===== src/rtl/mc_cpu_pkg.sv =====
// Shared encodings for the multi-cycle MIPS-subset control unit: opcodes,
// FSM state codes, instruction classes and datapath select codes.
package mc_cpu_pkg;

  localparam logic [5:0] OP_ADD   = 6'b000000;
  localparam logic [5:0] OP_SUB   = 6'b000001;
  localparam logic [5:0] OP_ADDI  = 6'b000010;
  localparam logic [5:0] OP_OR    = 6'b010000;
  localparam logic [5:0] OP_AND   = 6'b010001;
  localparam logic [5:0] OP_ORI   = 6'b010010;
  localparam logic [5:0] OP_SLL   = 6'b011000;
  localparam logic [5:0] OP_SLT   = 6'b100110;
  localparam logic [5:0] OP_SLTIU = 6'b100111;
  localparam logic [5:0] OP_SW    = 6'b110000;
  localparam logic [5:0] OP_LW    = 6'b110001;
  localparam logic [5:0] OP_BEQ   = 6'b110100;
  localparam logic [5:0] OP_J     = 6'b111000;
  localparam logic [5:0] OP_JR    = 6'b111001;
  localparam logic [5:0] OP_JAL   = 6'b111010;
  localparam logic [5:0] OP_HALT  = 6'b111111;

  localparam logic [2:0] ALU_ADD  = 3'b000;
  localparam logic [2:0] ALU_SUB  = 3'b001;
  localparam logic [2:0] ALU_SLTU = 3'b010;
  localparam logic [2:0] ALU_SLT  = 3'b011;
  localparam logic [2:0] ALU_SLL  = 3'b100;
  localparam logic [2:0] ALU_OR   = 3'b101;
  localparam logic [2:0] ALU_AND  = 3'b110;

  localparam logic [1:0] PC_NEXT   = 2'b00;
  localparam logic [1:0] PC_BRANCH = 2'b01;
  localparam logic [1:0] PC_RS     = 2'b10;
  localparam logic [1:0] PC_JUMP   = 2'b11;

  localparam logic [1:0] REG_RA = 2'b00;
  localparam logic [1:0] REG_RT = 2'b01;
  localparam logic [1:0] REG_RD = 2'b10;

  localparam logic [1:0] EXT_SA   = 2'b00;
  localparam logic [1:0] EXT_ZERO = 2'b01;
  localparam logic [1:0] EXT_SIGN = 2'b10;

  typedef enum logic [3:0] {
    S_IF     = 4'b0000,
    S_ID     = 4'b0001,
    S_EXE_LS = 4'b0010,
    S_MEM    = 4'b0011,
    S_WB_LD  = 4'b0100,
    S_EXE_BR = 4'b0101,
    S_EXE_AL = 4'b0110,
    S_WB_AL  = 4'b0111,
    S_HALT   = 4'b1000
  } state_t;

  typedef enum logic [3:0] {
    CLS_ALU, CLS_LW, CLS_SW, CLS_BEQ, CLS_J, CLS_JR, CLS_JAL, CLS_HALT, CLS_ILL
  } instr_class_t;

endpackage


===== src/rtl/mc_decode.sv =====
// Combinational opcode decoder: instruction class plus the ALU/operand/extend
// selects that stay stable for the whole life of one instruction.
module mc_decode
  import mc_cpu_pkg::*;
#(
  parameter int OP_W    = 6,
  parameter int ALUOP_W = 3
) (
  input  logic [OP_W-1:0]    op,
  output instr_class_t       instrClass,
  output logic [ALUOP_W-1:0] aluOp,
  output logic               aluSrcB,
  output logic [1:0]         extSel,
  output logic [1:0]         regOutAlu,
  output logic               legal
);

  always_comb begin
    instrClass = CLS_ALU;
    aluOp      = ALUOP_W'(ALU_ADD);
    aluSrcB    = 1'b0;
    extSel     = EXT_SIGN;
    regOutAlu  = REG_RD;
    legal      = 1'b1;
    case (op)
      OP_ADD:   ;
      OP_SUB:   aluOp = ALUOP_W'(ALU_SUB);
      OP_ADDI:  begin aluSrcB = 1'b1; regOutAlu = REG_RT; end
      OP_OR:    aluOp = ALUOP_W'(ALU_OR);
      OP_AND:   aluOp = ALUOP_W'(ALU_AND);
      OP_ORI:   begin aluOp = ALUOP_W'(ALU_OR); aluSrcB = 1'b1; extSel = EXT_ZERO; regOutAlu = REG_RT; end
      // sll takes its shift amount through the immediate path but writes rd
      OP_SLL:   begin aluOp = ALUOP_W'(ALU_SLL); aluSrcB = 1'b1; extSel = EXT_SA; end
      OP_SLT:   aluOp = ALUOP_W'(ALU_SLT);
      OP_SLTIU: begin aluOp = ALUOP_W'(ALU_SLTU); aluSrcB = 1'b1; regOutAlu = REG_RT; end
      OP_SW:    begin instrClass = CLS_SW; aluSrcB = 1'b1; end
      OP_LW:    begin instrClass = CLS_LW; aluSrcB = 1'b1; end
      OP_BEQ:   begin instrClass = CLS_BEQ; aluOp = ALUOP_W'(ALU_SUB); end
      OP_J:     instrClass = CLS_J;
      OP_JR:    instrClass = CLS_JR;
      OP_JAL:   instrClass = CLS_JAL;
      OP_HALT:  instrClass = CLS_HALT;
      default:  begin instrClass = CLS_ILL; legal = 1'b0; end
    endcase
  end

endmodule


===== src/rtl/mc_control_fsm.sv =====
// Multi-cycle control FSM (IF/ID/EXE/MEM/WB/HALT) with req/ready memory
// handshakes. Define MC_PERF_CNT_EN to build the cycle/instruction counters.
module mc_control_fsm
  import mc_cpu_pkg::*;
#(
  parameter int OP_W    = 6,
  parameter int ALUOP_W = 3,
  parameter int CNT_W   = 32
) (
  input  logic               CLK,
  input  logic               Reset,
  input  logic [OP_W-1:0]    op,
  input  logic               zero,
  input  logic               imem_ready,
  input  logic               dmem_ready,
  output logic               imem_req,
  output logic               dmem_req,
  output logic               PCWre,
  output logic               ALUSrcB,
  output logic               ALUM2Reg,
  output logic               RegWre,
  output logic               WrRegData,
  output logic               InsMemRW,
  output logic               DataMemRW,
  output logic               IRWre,
  output logic [1:0]         ExtSel,
  output logic [1:0]         PCSrc,
  output logic [1:0]         RegOut,
  output logic [ALUOP_W-1:0] ALUOp,
  output logic [3:0]         state,
  output logic               halted,
  output logic               illegal_op,
  output logic [CNT_W-1:0]   cycle_cnt,
  output logic [CNT_W-1:0]   instr_cnt
);

  // Handshake: imem_req/dmem_req are level requests held for the whole of
  // IF/MEM; an access completes in the cycle its ready is sampled high, and a
  // ready seen in any state that is not requesting it is ignored.

  state_t             curState, nextState;
  instr_class_t       decClass;
  logic [ALUOP_W-1:0] decAluOp;
  logic               decSrcB, decLegal;
  logic [1:0]         decExt, decRegOut;

  mc_decode #(.OP_W(OP_W), .ALUOP_W(ALUOP_W)) u_decode (
    .op         (op),
    .instrClass (decClass),
    .aluOp      (decAluOp),
    .aluSrcB    (decSrcB),
    .extSel     (decExt),
    .regOutAlu  (decRegOut),
    .legal      (decLegal)
  );

  always_ff @(posedge CLK or posedge Reset) begin
    if (Reset) curState <= S_IF;
    else       curState <= nextState;
  end

  always_comb begin
    nextState  = curState;
    imem_req   = 1'b0;
    dmem_req   = 1'b0;
    PCWre      = 1'b0;
    ALUSrcB    = 1'b0;
    ALUM2Reg   = 1'b0;
    RegWre     = 1'b0;
    WrRegData  = 1'b1;
    DataMemRW  = 1'b0;
    IRWre      = 1'b0;
    ExtSel     = EXT_SIGN;
    PCSrc      = PC_NEXT;
    RegOut     = REG_RT;
    ALUOp      = ALUOP_W'(ALU_ADD);
    illegal_op = 1'b0;
    // The IR is stable from ID onward, so decoded selects are held to the end
    if (curState != S_IF && curState != S_HALT) begin
      ALUOp   = decAluOp;
      ALUSrcB = decSrcB;
      ExtSel  = decExt;
    end
    case (curState)
      S_IF: begin
        imem_req = 1'b1;
        if (imem_ready) begin
          IRWre     = 1'b1;
          nextState = S_ID;
        end
      end
      S_ID: begin
        if (!decLegal) begin
          illegal_op = 1'b1;
          PCWre      = 1'b1;
          nextState  = S_IF;
        end else begin
          case (decClass)
            CLS_J:    begin PCSrc = PC_JUMP; PCWre = 1'b1; nextState = S_IF; end
            CLS_JR:   begin PCSrc = PC_RS;   PCWre = 1'b1; nextState = S_IF; end
            CLS_JAL: begin
              PCSrc     = PC_JUMP;
              PCWre     = 1'b1;
              RegWre    = 1'b1;
              RegOut    = REG_RA;
              WrRegData = 1'b0;
              nextState = S_IF;
            end
            CLS_HALT:      nextState = S_HALT;
            CLS_BEQ:       nextState = S_EXE_BR;
            CLS_LW, CLS_SW: nextState = S_EXE_LS;
            default:       nextState = S_EXE_AL;
          endcase
        end
      end
      S_EXE_AL: nextState = S_WB_AL;
      S_WB_AL: begin
        RegWre    = 1'b1;
        RegOut    = decRegOut;
        PCWre     = 1'b1;
        nextState = S_IF;
      end
      S_EXE_BR: begin
        PCWre     = 1'b1;
        PCSrc     = zero ? PC_BRANCH : PC_NEXT;
        nextState = S_IF;
      end
      S_EXE_LS: nextState = S_MEM;
      S_MEM: begin
        dmem_req  = 1'b1;
        DataMemRW = (decClass == CLS_SW);
        if (dmem_ready) begin
          if (decClass == CLS_SW) begin
            PCWre     = 1'b1;
            nextState = S_IF;
          end else begin
            nextState = S_WB_LD;
          end
        end
      end
      S_WB_LD: begin
        RegWre    = 1'b1;
        ALUM2Reg  = 1'b1;
        RegOut    = REG_RT;
        PCWre     = 1'b1;
        nextState = S_IF;
      end
      S_HALT:  nextState = S_HALT;
      default: nextState = S_IF;
    endcase
    // Enables and the data request must not leak out while Reset is held
    if (Reset) begin
      IRWre      = 1'b0;
      PCWre      = 1'b0;
      RegWre     = 1'b0;
      DataMemRW  = 1'b0;
      dmem_req   = 1'b0;
      illegal_op = 1'b0;
    end
  end

  assign state    = curState;
  assign halted   = (curState == S_HALT);
  assign InsMemRW = 1'b0;

`ifdef MC_PERF_CNT_EN
  logic [CNT_W-1:0] cycleCnt, instrCnt;

  always_ff @(posedge CLK or posedge Reset) begin
    if (Reset) begin
      cycleCnt <= '0;
      instrCnt <= '0;
    end else begin
      if (curState != S_HALT) cycleCnt <= cycleCnt + CNT_W'(1);
      if (PCWre)              instrCnt <= instrCnt + CNT_W'(1);
    end
  end

  assign cycle_cnt = cycleCnt;
  assign instr_cnt = instrCnt;
`else
  assign cycle_cnt = '0;
  assign instr_cnt = '0;
`endif

endmodule


===== config.mk =====
export PLATFORM = sky130hd
export DESIGN_NAME = mc_control_fsm
export DESIGN_NICKNAME = d
export VERILOG_FILES = /design/src/rtl/mc_cpu_pkg.sv /design/src/rtl/mc_decode.sv /design/src/rtl/mc_control_fsm.sv
export SDC_FILE = /design/constraint.sdc
export NUM_CORES = 1
export LEC_CHECK = 0
export ABC_AREA = 1
export BUFFER_PORTS_ARGS = -buffer_cell sky130_fd_sc_hd__buf_4
export CAP_MARGIN = 10
export CORE_ASPECT_RATIO = 0.8
export CORE_MARGIN = 5
export CORE_UTILIZATION = 40
export CTS_BUF_LIST = sky130_fd_sc_hd__clkbuf_8
export CTS_CLUSTER_DIAMETER = 60
export DETAILED_ROUTE_END_ITERATION = 7
export PLACE_DENSITY = 0.84
export SLEW_MARGIN = 40
export SYNTH_ARGS = -nofsm -noshare
export SYNTH_HDL_FRONTEND = slang
export SYNTH_SLANG_ARGS = --single-unit

===== constraint.sdc =====
create_clock -name CLK -period 3.2 [get_ports CLK]
set_input_delay 0.32 -clock CLK [delete_from_list [all_inputs] [get_ports CLK]]
set_output_delay 0.32 -clock CLK [all_outputs]
set_load 0.1 [all_outputs]

==> results of run 1 <==
## routing by layer
| metal | vias up | track usage | share of wire |
|---|---|---|---|
| met3 | 2 | 0.0256 | 0.086 |
| met4 | 0 | 0.0246 | 0.0027 |
| met1 | 510 | 0.149 | 0.40 |
| li1 | 560 | - | - |
| met2 | 60 | 0.212 | 0.51 |
| met5 | - | 0 | 0 |
## worst max-delay path: cells and delay by family, from the launching register on
family                 cells  cell delay, ps
AND/OR/NAND/NOR            3             610
buffers and inverters      3             530
flip-flops                 1             470
## per-stage QoR
| stage | total power [uW] | setup slack, ps | util | std cells | TNS (ps) |
|---|---|---|---|---|---|
| after floorplan | 1110 | -153 | - | 257 | -153 |
| after global placement | 1200 | 1210 | 0.456 | 264 | 0 |
| after CTS | 1320 | 1040 | 0.471 | 267 | 0 |
| final | 1320 | 1040 | 0.471 | 267 | 0 |
| after detailed placement | 1210 | 1180 | 0.456 | 264 | 0 |
| after global routing | 1370 | 905 | 0.471 | 267 | 0 |
## cells by family (layout without fill, tap and decap cells)
kind of cell | Yosys count | after routing
buffers and inverters | 86 | 58
AOI/OAI and AO/OA | 18 | 18
and+or+nand+nor | 84 | 84
DFF | 4 | 4
other | 1 | 65
## Yosys cell counts, drive strengths merged
| cell type | number |
|---|---|
| buf | 65 |
| nand2 | 34 |
| nor2 | 26 |
| inv | 21 |
| nand3 | 14 |
| a21oi | 5 |
| a31oi | 5 |
| dfrtp | 4 |
| nor3 | 4 |
| o21ai | 4 |
| nand4 | 3 |
| o22ai | 2 |
| a22oi | 1 |
| a41oi | 1 |
| conb | 1 |
| nand3b | 1 |
| nor4 | 1 |
| or2 | 1 |
## area by class of cell
type / count / area (um2) / share of cell area
multi-input cells: 167 / 774 / 0.590
inverters: 21 / 78.8 / 0.0601
flip-flops and latches: 4 / 115 / 0.0877
repair buffers: 34 / 255 / 0.194
well taps: 38 / 47.5 / 0.0362
clock buffers: 3 / 41.3 / 0.0315
## path summary, 6_finish.rpt
path / start / to / slack [ps] / depth (start not counted)
min in group CLK: dmem_ready / state[0] / 450 / 3
min reg2reg: state[3] / state[1] / 720 / 2
max reg2reg: state[3] / state[0] / 1600 / 7
max in group asynchronous: Reset / state[2] / 2970 / 2
max: state[1] / illegal_op / 1040 / 6
min: Reset / state[1] / 50 / 2
## power by group
| part | leakage (uW) | internal (uW) | switching [uW] | total (uW) |
|---|---|---|---|---|
| registers | 0.0000464 | 77.4 | 18.4 | 95.8 |
| logic | 0.000703 | 150 | 969 | 1120 |
| clock network | 0.0000216 | 80.2 | 26.4 | 107 |
==> results by group, run 1 <==
Run status
  – Outcome: complete, no violations

Worst setup path
  – Critical-path cell list: inv_1 -> nand2_1 -> nor2_4 -> inv_1 -> nor4_2 -> buf_4
  – Most used cell, CP: inv_1
  – CP max stage delay: 470 ps
  – Crit Path Class: reg -> out
  – Worst Path Arrival: roughly 1800 ps
  – Worst setup SP type: flip-flop
  – Critical-path top delay cell: dfrtp_4
  – Worst Path Max Fanout: 8
  – CP endpoint kind: output port
  – Critical Path RT: around 2900 ps

Yosys
  – Largest family of logic cells by synthesized area: buffers and inverters
  – Synth Area in Compound Gates: 0.0899
  – Synthesized netlist cell count: about 190
  – Adder-cell area share of the yosys netlist: 0
  – Synth Area in Simple Gates: 0.336
  – Cell variety after synth: 24
  – XOR/XNOR Fraction of Synth Area: 0
  – Syn Area/Cell: 6.06 um2
  – Yosys top cell by area: buf_4
  – Synth area leaders: buf_4, nand2_1, dfrtp_1
  – Sequential share of the synthesized area: 0.0857
  – Number of synthesized register bits: 4
  – Synthesized area: between 1000 and 1500 um2
  – Post-synth top area share: 0.418
  – Multiplexer share of the synthesized area: 0
  – Ys Warns: 0

GRT
  – Tot GR Track Use: 0.119
  – Antenna violations before repair: 0
  – Grt total ovfl: 0
  – Largest net degree at the start of global routing: 9
  – First-pass GRT wire length: about 4000 um
  – Vias in the first global route: 899

Final layout
  – Max reg flops: 4
  – Share of layout cells above drive strength 1: 0.262
  – Antenna diodes: 0
  – Most frequent cells in the layout: conb_1, buf_4, nand2_1
  – Design Area, Final: about 1300 um2
  – Leading cell type in the layout, fill and taps excluded: conb_1
  – Final nets: ~240
  – Synth-to-layout area growth: 12.3%
  – FILL cells: around 300

Die
  – Core area: approximately 2800 um2
  – Die area: just over 4000 um2
  – Die Ht: 58.3 um
  – Initial Util: 0.419
  – Top Ports: 100
  – Row Count: 17
  – Die width: slightly above 70 um

STA
  – Worst Hold Slack: between 50 and 60 ps
  – Final Hold Viols: 0
  – Final setup violation count: 0
  – Fmax: 464 MHz
  – Tcrit/Tclk final: 0.674
  – Tmin final: between 2000 and 2500 ps
  – RSZ-0062 raised after global routing: false
  – Fin. max-slew vios: 0
  – Clock Skews: approximately 1.0 ps

Route
  – Total wire length: 2910 um
  – Final ANT Viol Nets: 0
  – Remaining DRCs: 0
  – Via count: 1,132
  – Drt wl/cell: around 11 um
  – Pre-antenna DRT Iters: 4
  – Number of vias per cell: between 4 and 5
  – Drt first-iter violations: 28

Power
  – Pwr/cell area: roughly 1000 nW/um2
  – Peak VDD IR: about 0.00033 V
  – Static leakage: just under 0.0008 uW

Clock tree
  – Clk pin slew, worst setup/hold paths: around 30 ps
  – CTS Hold Bufs: 0
  – Root buf cell: clkbuf_8
  – Post-CTS setup buffer count: 0
  – Worst-Skew Late Latency: between 200 and 250 ps
  – CTS tree: done
  – Num CTS Buffers: 3
  – Clock sinks: 4
  – Post-CTS sizing: 0
  – Htree depth: 1
  – Clk buf depth: 2

Placed design
  – Final GP Congestion: approximately 0.91
  – Post-DP HPWL: between 2000 and 2500 um
  – Port bufs: 34
  – Placed instance area: between 1000 and 1500 um2

Worst hold path
  – Hold Path Class: in -> async

Job
  – Max cap viols: 0
No activity file was read; power rests on OpenSTA's default activity.
==> run 2: changes to the inputs <==
--- a/config.mk
+++ b/config.mk
@@ -10,11 +10,11 @@
 export CAP_MARGIN = 10
 export CORE_ASPECT_RATIO = 0.8
 export CORE_MARGIN = 5
-export CORE_UTILIZATION = 40
+export CORE_UTILIZATION = 36
 export CTS_BUF_LIST = sky130_fd_sc_hd__clkbuf_8
 export CTS_CLUSTER_DIAMETER = 60
 export DETAILED_ROUTE_END_ITERATION = 7
-export PLACE_DENSITY = 0.84
+export PLACE_DENSITY = 0.79
 export SLEW_MARGIN = 40
 export SYNTH_ARGS = -nofsm -noshare
 export SYNTH_HDL_FRONTEND = slang
==> constraint.sdc (replaced) <==
create_clock -name CLK -period 1.8 [get_ports CLK]
set_input_delay 0.18 -clock CLK [delete_from_list [all_inputs] [get_ports CLK]]
set_output_delay 0.18 -clock CLK [all_outputs]
set_load 0.1 [all_outputs]
==> results by group, run 2 (synthesized netlist as in run 1, its figures left out) <==
Route
  – Drt first-iter violations: 71 (+150%)
  – Pre-antenna DRT Iters: 4 (unchanged)
  – Remaining DRCs: 0 (unchanged)
  – Drt wl/cell: 11.3 um (+3.4%)
  – Number of vias per cell: 4.26 (+0.49%)
  – Total wire length: 3250 um (+12%)
  – Final ANT Viol Nets: 0 (unchanged)
  – Via count: 1,227 (+8.4%)

Worst setup path
  – CP endpoint kind: output port
  – Reg2reg setup slack: 240 ps (-1360 ps)
  – Worst Path Arrival: 1630 ps (-210 ps)
  – Largest delay contributor family on the critical path: flip-flops
  – Worst reg2reg path endpoint: state[0]
  – Critical Path RT: 1620 ps (-1260 ps)
  – R2R depth: 7 (unchanged)
  – Worst setup SP type: flip-flop
  – CP max stage delay: 500 ps (+30 ps)
  – Worst Path Max Fanout: 6 (-2)
  – CP Buf/Inv Count: 2 (-1)
  – Critical-path cell list: inv_4 -> nand2_4 -> nor2_4 -> nand4_1 -> a21oi_4 -> buf_12
  – RR Startpoint: state[2]
  – Critical-path top delay cell: dfrtp_4
  – Crit Path Class: reg -> out

GRT
  – Grt total ovfl: 0 (unchanged)
  – Largest net degree at the start of global routing: 8 (-1)
  – Tot GR Track Use: 0.130 (+0.0106)
  – First-pass GRT wire length: 4710 um (+18%)
  – Antenna violations before repair: 0 (unchanged)
  – Vias in the first global route: 1,094 (+22%)

Final layout
  – Synth-to-layout area growth: 47.0%
  – Most frequent cells in the layout: conb_1, buf_4, nand2_1
  – Finished Layout Cells: 288 (+7.9%)
  – Share of layout cells above drive strength 1: 0.395 (+0.133)
  – Antenna diodes: 0 (unchanged)
  – Leading cell type in the layout, fill and taps excluded: conb_1
  – Design Area, Final: 1720 um2 (+31%)
  – Max reg flops: 4 (unchanged)
  – Final nets: 261 (+7.9%)

STA
  – Fin. max-slew vios: 0 (unchanged)
  – Final Hold Viols: 0 (unchanged)
  – Tmin final: roughly 1800 ps
  – Fmax: roughly 550 MHz
  – RSZ-0062 raised after global routing: true
  – Final setup violation count: 1 (+1)
  – Tcrit/Tclk final: 1.00
  – Clock Skews: 0.866 ps (-0.153 ps)
  – Post-route setup slack: -7.35 ps (-1050 ps)

Worst hold path
  – Hold Path Class: in -> reg
  – Worst hold path depth: 3
  – Worst-case hold path end point: state[1]
  – Hold_sp: dmem_ready

Power
  – Clock power frac: 0.069 (-0.012)
  – Comb pwr share: 0.863 (+0.016)
  – Pwr/cell area: 1620 nW/um2 (+61%)
  – Internal power: 769 uW (+150%)
  – P_sw: 2010 uW (+98%)
  – Reg power frac: 0.068 (-0.004)
  – Sw Ratio: 0.723 (-0.0437)
  – Peak VDD IR: 0.000854 V (+160%)
  – Static leakage: 0.000895 uW (+16%)

Clock tree
  – Clock sinks: 4 (unchanged)
  – Clk buf depth: 2 (unchanged)
  – CTS tree: done
  – Worst-Skew Late Latency: 220 ps (about the same)
  – Clk pin slew, worst setup/hold paths: 30 ps (about the same)
  – Root buf cell: clkbuf_8
  – Htree depth: 1 (unchanged)
  – Num CTS Buffers: 3 (unchanged)

Die
  – Row Count: 18 (+1)
  – Initial Util: 0.376 (-0.0434)
  – Core area: 3110 um2 (+12%)
  – Die area: 4490 um2 (+9.3%)
  – Die width: 73.7 um (+4.6%)
  – Top Ports: 100 (unchanged)
  – Die Ht: 61.0 um (+4.5%)

Placed design
  – Placed cells: 278 (+5.3%)
  – Final GP Congestion: 0.923 (+1.5%)
  – Setup WS pre-CTS: 33.6 ps (-1140 ps)
  – Post-DP HPWL: 2660 um (+7.4%)
  – Placed instance area: 1510 um2 (+18%)
  – Port bufs: 34 (unchanged)

Run status
  – Violated checks: negative setup slack
  – Outcome: finished with violations

Job
  – Max cap viols: 0 (unchanged)
## run 2: cell count changes in the layout (fill, tap and decap cells not counted), sizes merged
cell	previous run	this run
dlygate4sd3	0	1
buf	34	52
## run 2: through the flow
stage                     power [uW]  hold WS [ps]  setup TNS [ps]   util
after floorplan                 2110         -45.7           -7240      -
after global placement          2310           177               0  0.484
after detailed placement        2330           180               0  0.484
after CTS                       2700           291           -8.07  0.533
after global routing            2880           321            -252  0.553
final                           2780           294           -7.35  0.553
## run 2: worst max-delay path by stage
stage	startpoint	end	slack, ps	depth (start not counted)
CTS	state[1]	RegWre	-8	6
detailed placement	op[5]	RegWre	30	9
finish	state[1]	RegWre	-7	6
global route	state[2]	RegWre	-100	6
floorplan	state[2]	RegWre	-1360	5
global placement	op[2]	RegWre	80	9
## run 2: power groups by stage
| stage | combinational, uW | clock, uW | sequential [uW] |
|---|---|---|---|
| finish | 2400 | 191 | 190 |
| global route | 2490 | 201 | 193 |
| floorplan | 1740 | 0 | 376 |
| global placement | 2140 | 0 | 175 |
| CTS | 2330 | 193 | 183 |
| detailed placement | 2160 | 0 | 177 |
## run 2: repair_timing
action	in CTS	in global routing
gates resized for setup	19	11
endpoints found under the hold margin	4	0
setup endpoints to repair	5	11
pin swaps	4	3
hold buffers	1	0
setup buffers	3	3
## run 2: worst min-delay path: cells and delay by family
| kind | cells | cell delay, ps |
|---|---|---|
| and+or+nand+nor | 2 | 200 |
| buffers and inverters | 1 | 80 |
## run 2: final cells by class
| type | instances | area (um2) |
|---|---|---|
| fill | 302 | 1390 |
| multi-input combinational | 167 | 952 |
| inverter | 21 | 86.3 |
| clock buffer | 3 | 41.3 |
| sequential | 4 | 115 |
| tap | 40 | 50.0 |
| timing repair buffer | 53 | 473 |
## run 2: per-layer routing
layer,GRT usage,share of wire
met5,0,0
met4,0.0258,0
met3,0.0397,0.12
met2,0.207,0.50
met1,0.174,0.38
==> run 3: changes to the inputs <==
--- a/config.mk
+++ b/config.mk
@@ -15,6 +15,7 @@
 export CTS_CLUSTER_DIAMETER = 60
 export DETAILED_ROUTE_END_ITERATION = 7
 export PLACE_DENSITY = 0.79
+export SKIP_LAST_GASP = 1
 export SLEW_MARGIN = 40
 export SYNTH_ARGS = -nofsm -noshare
 export SYNTH_HDL_FRONTEND = slang
==> results by group, run 3 (synthesized netlist as in run 1, its figures left out) <==
Die
  – Die Ht: 61.0 um (unchanged)
  – Core area: 3110 um2 (unchanged)
  – Die width: 73.7 um (unchanged)
  – Top Ports: 100 (unchanged)
  – Row Count: 18 (unchanged)
  – Die area: 4490 um2 (unchanged)
  – Initial Util: 0.376 (unchanged)

Final layout
  – Final core utilization: 0.549 (-0.00403)
  – Share of layout cells above drive strength 1: 0.386 (-0.00962)
  – FILL cells: 300 (-0.66%)
  – Most frequent cells in the layout: conb_1, buf_4, nand2_1
  – Finished Layout Cells: 289 (+0.35%)
  – Leading cell type in the layout, fill and taps excluded: conb_1
  – Register Area: 115 um2 (unchanged)
  – Synth-to-layout area growth: 45.9%
  – Max reg flops: 4 (unchanged)
  – Design Area, Final: 1710 um2 (-0.73%)
  – Final nets: 262 (+0.38%)
  – Area of the multi-input gates: 940 um2 (-1.3%)
  – Antenna diodes: 0 (unchanged)

Worst setup path
  – Crit Path Class: reg -> out
  – Critical Path RT: 1620 ps (about the same)
  – RR Startpoint: state[3]
  – Critical path startpoint: state[0]
  – Worst Path Arrival: 1620 ps (about the same)
  – CP endpoint kind: output port
  – Worst Path Max Fanout: 5 (-1)
  – Worst setup SP type: flip-flop

Placed design
  – Post-DP HPWL: 2660 um (unchanged)
  – Final GP Congestion: 0.923 (unchanged)
  – Port bufs: 34 (unchanged)
  – Placed cells: 278 (unchanged)
  – Setup WS pre-CTS: 33.6 ps (unchanged)
  – Placed instance area: 1510 um2 (unchanged)

Clock tree
  – Clock sinks: 4 (unchanged)
  – Clk pin slew, worst setup/hold paths: 30 ps (about the same)
  – Root buf cell: clkbuf_8
  – Htree depth: 1 (unchanged)
  – CTS tree: done
  – Num CTS Buffers: 3 (unchanged)
  – Worst-Skew Late Latency: 220 ps (about the same)
  – Clk buf depth: 2 (unchanged)

Run status
  – Violated checks: negative setup slack
  – Outcome: finished with violations

Power
  – Static leakage: 0.000896 uW (+0.18%)
  – Peak VDD IR: 0.000853 V (-0.14%)
  – Pwr/cell area: 1620 nW/um2 (about the same)

STA
  – Fin. max-slew vios: 0 (unchanged)
  – Tmin final: 1800 ps (-4.74 ps)
  – Post-route setup slack: -2.61 ps (+4.74 ps)
  – Clock Skews: 0.895 ps (+0.0293 ps)
  – Tcrit/Tclk final: 1.00 (-0.00263)
  – Worst Hold Slack: 293 ps (-1.32 ps)
  – Final Hold Viols: 0 (unchanged)
  – Final setup violation count: 1 (unchanged)
  – RSZ-0062 raised after global routing: true
  – Fmax: 555 MHz (+0.26%)

Worst hold path
  – Hold Path Class: in -> reg
  – Hold_sp: dmem_ready

GRT
  – Vias in the first global route: 1,087 (-0.64%)
  – Tot GR Track Use: 0.129 (-0.000346)
  – Largest net degree at the start of global routing: 8 (unchanged)
  – First-pass GRT wire length: 4690 um (-0.28%)
  – Grt total ovfl: 0 (unchanged)
  – Antenna violations before repair: 0 (unchanged)

Route
  – Number of vias per cell: 4.25 (-0.26%)
  – Pre-antenna DRT Iters: 4 (unchanged)
  – Drt first-iter violations: 52 (-27%)
  – Via count: 1,228 (+0.081%)
  – Total wire length: 3200 um (-1.7%)
  – Final ANT Viol Nets: 0 (unchanged)
  – Remaining DRCs: 0 (unchanged)
  – Drt wl/cell: 11.1 um (-2.1%)

Job
  – Max cap viols: 0 (unchanged)
[run 3: critical path, cell delays in order, from the launching register on]
cell     delay [ps]
dfrtp_4         500
nor2_1          150
inv_1            80
a31oi_2         170
nand2_1         130
a21oi_4         190
buf_12          190
[run 3: layout make-up]
cell class,count,area share
Clock buffer,3,0.0242
Inverter,21,0.0506
Multi-Input combinational cell,167,0.551
Sequential cell,4,0.0675
Tap cell,40,0.0293
Timing Repair Buffer,54,0.277
[run 3: final timing paths]
kind | end | slack [ps] | cells after the start
worst max-delay path | RegWre | -3 | 6
max in group asynchronous | state[2] | 1100 | 3
worst min register to register | state[2] | 720 | 2
worst max register to register | state[0] | 180 | 7
worst min-delay path | state[1] | 290 | 3
min in group asynchronous | state[1] | 500 | 3
[run 3: where the power goes]
| part | leakage (uW) | switching (uW) | internal [uW] | total [uW] |
|---|---|---|---|---|
| Sequential | 0.0000464 | 44.3 | 138 | 182 |
| Clock | 0.0000216 | 48.2 | 143 | 191 |
| Combinational | 0.000828 | 1900 | 488 | 2390 |
[run 3: stage by stage]
step	total power [uW]	setup TNS (ps)
finish	2760	-2.61
global route	2860	-374
global placement	2310	0
floorplan	2110	-7240
CTS	2690	-19.0
detailed placement	2330	0
[run 3: timing repair]
| action | in CTS | in global routing |
|---|---|---|
| pin swaps | 4 | 1 |
| buffers inserted | 3 | 4 |
| setup endpoints to repair | 5 | 11 |
| gates resized for setup | 17 | 7 |
| hold buffers | 1 | 0 |
| cloned | 0 | 0 |
| endpoints found under the hold margin | 4 | 0 |
[run 3: per-layer routing]
layer	share of wire	GRT usage	vias to the layer above
met3	0.12	0.0397	0
met2	0.49	0.207	68
met1	0.39	0.173	558
met5	0	0	-
met4	0	0.0258	0
li1	-	-	602
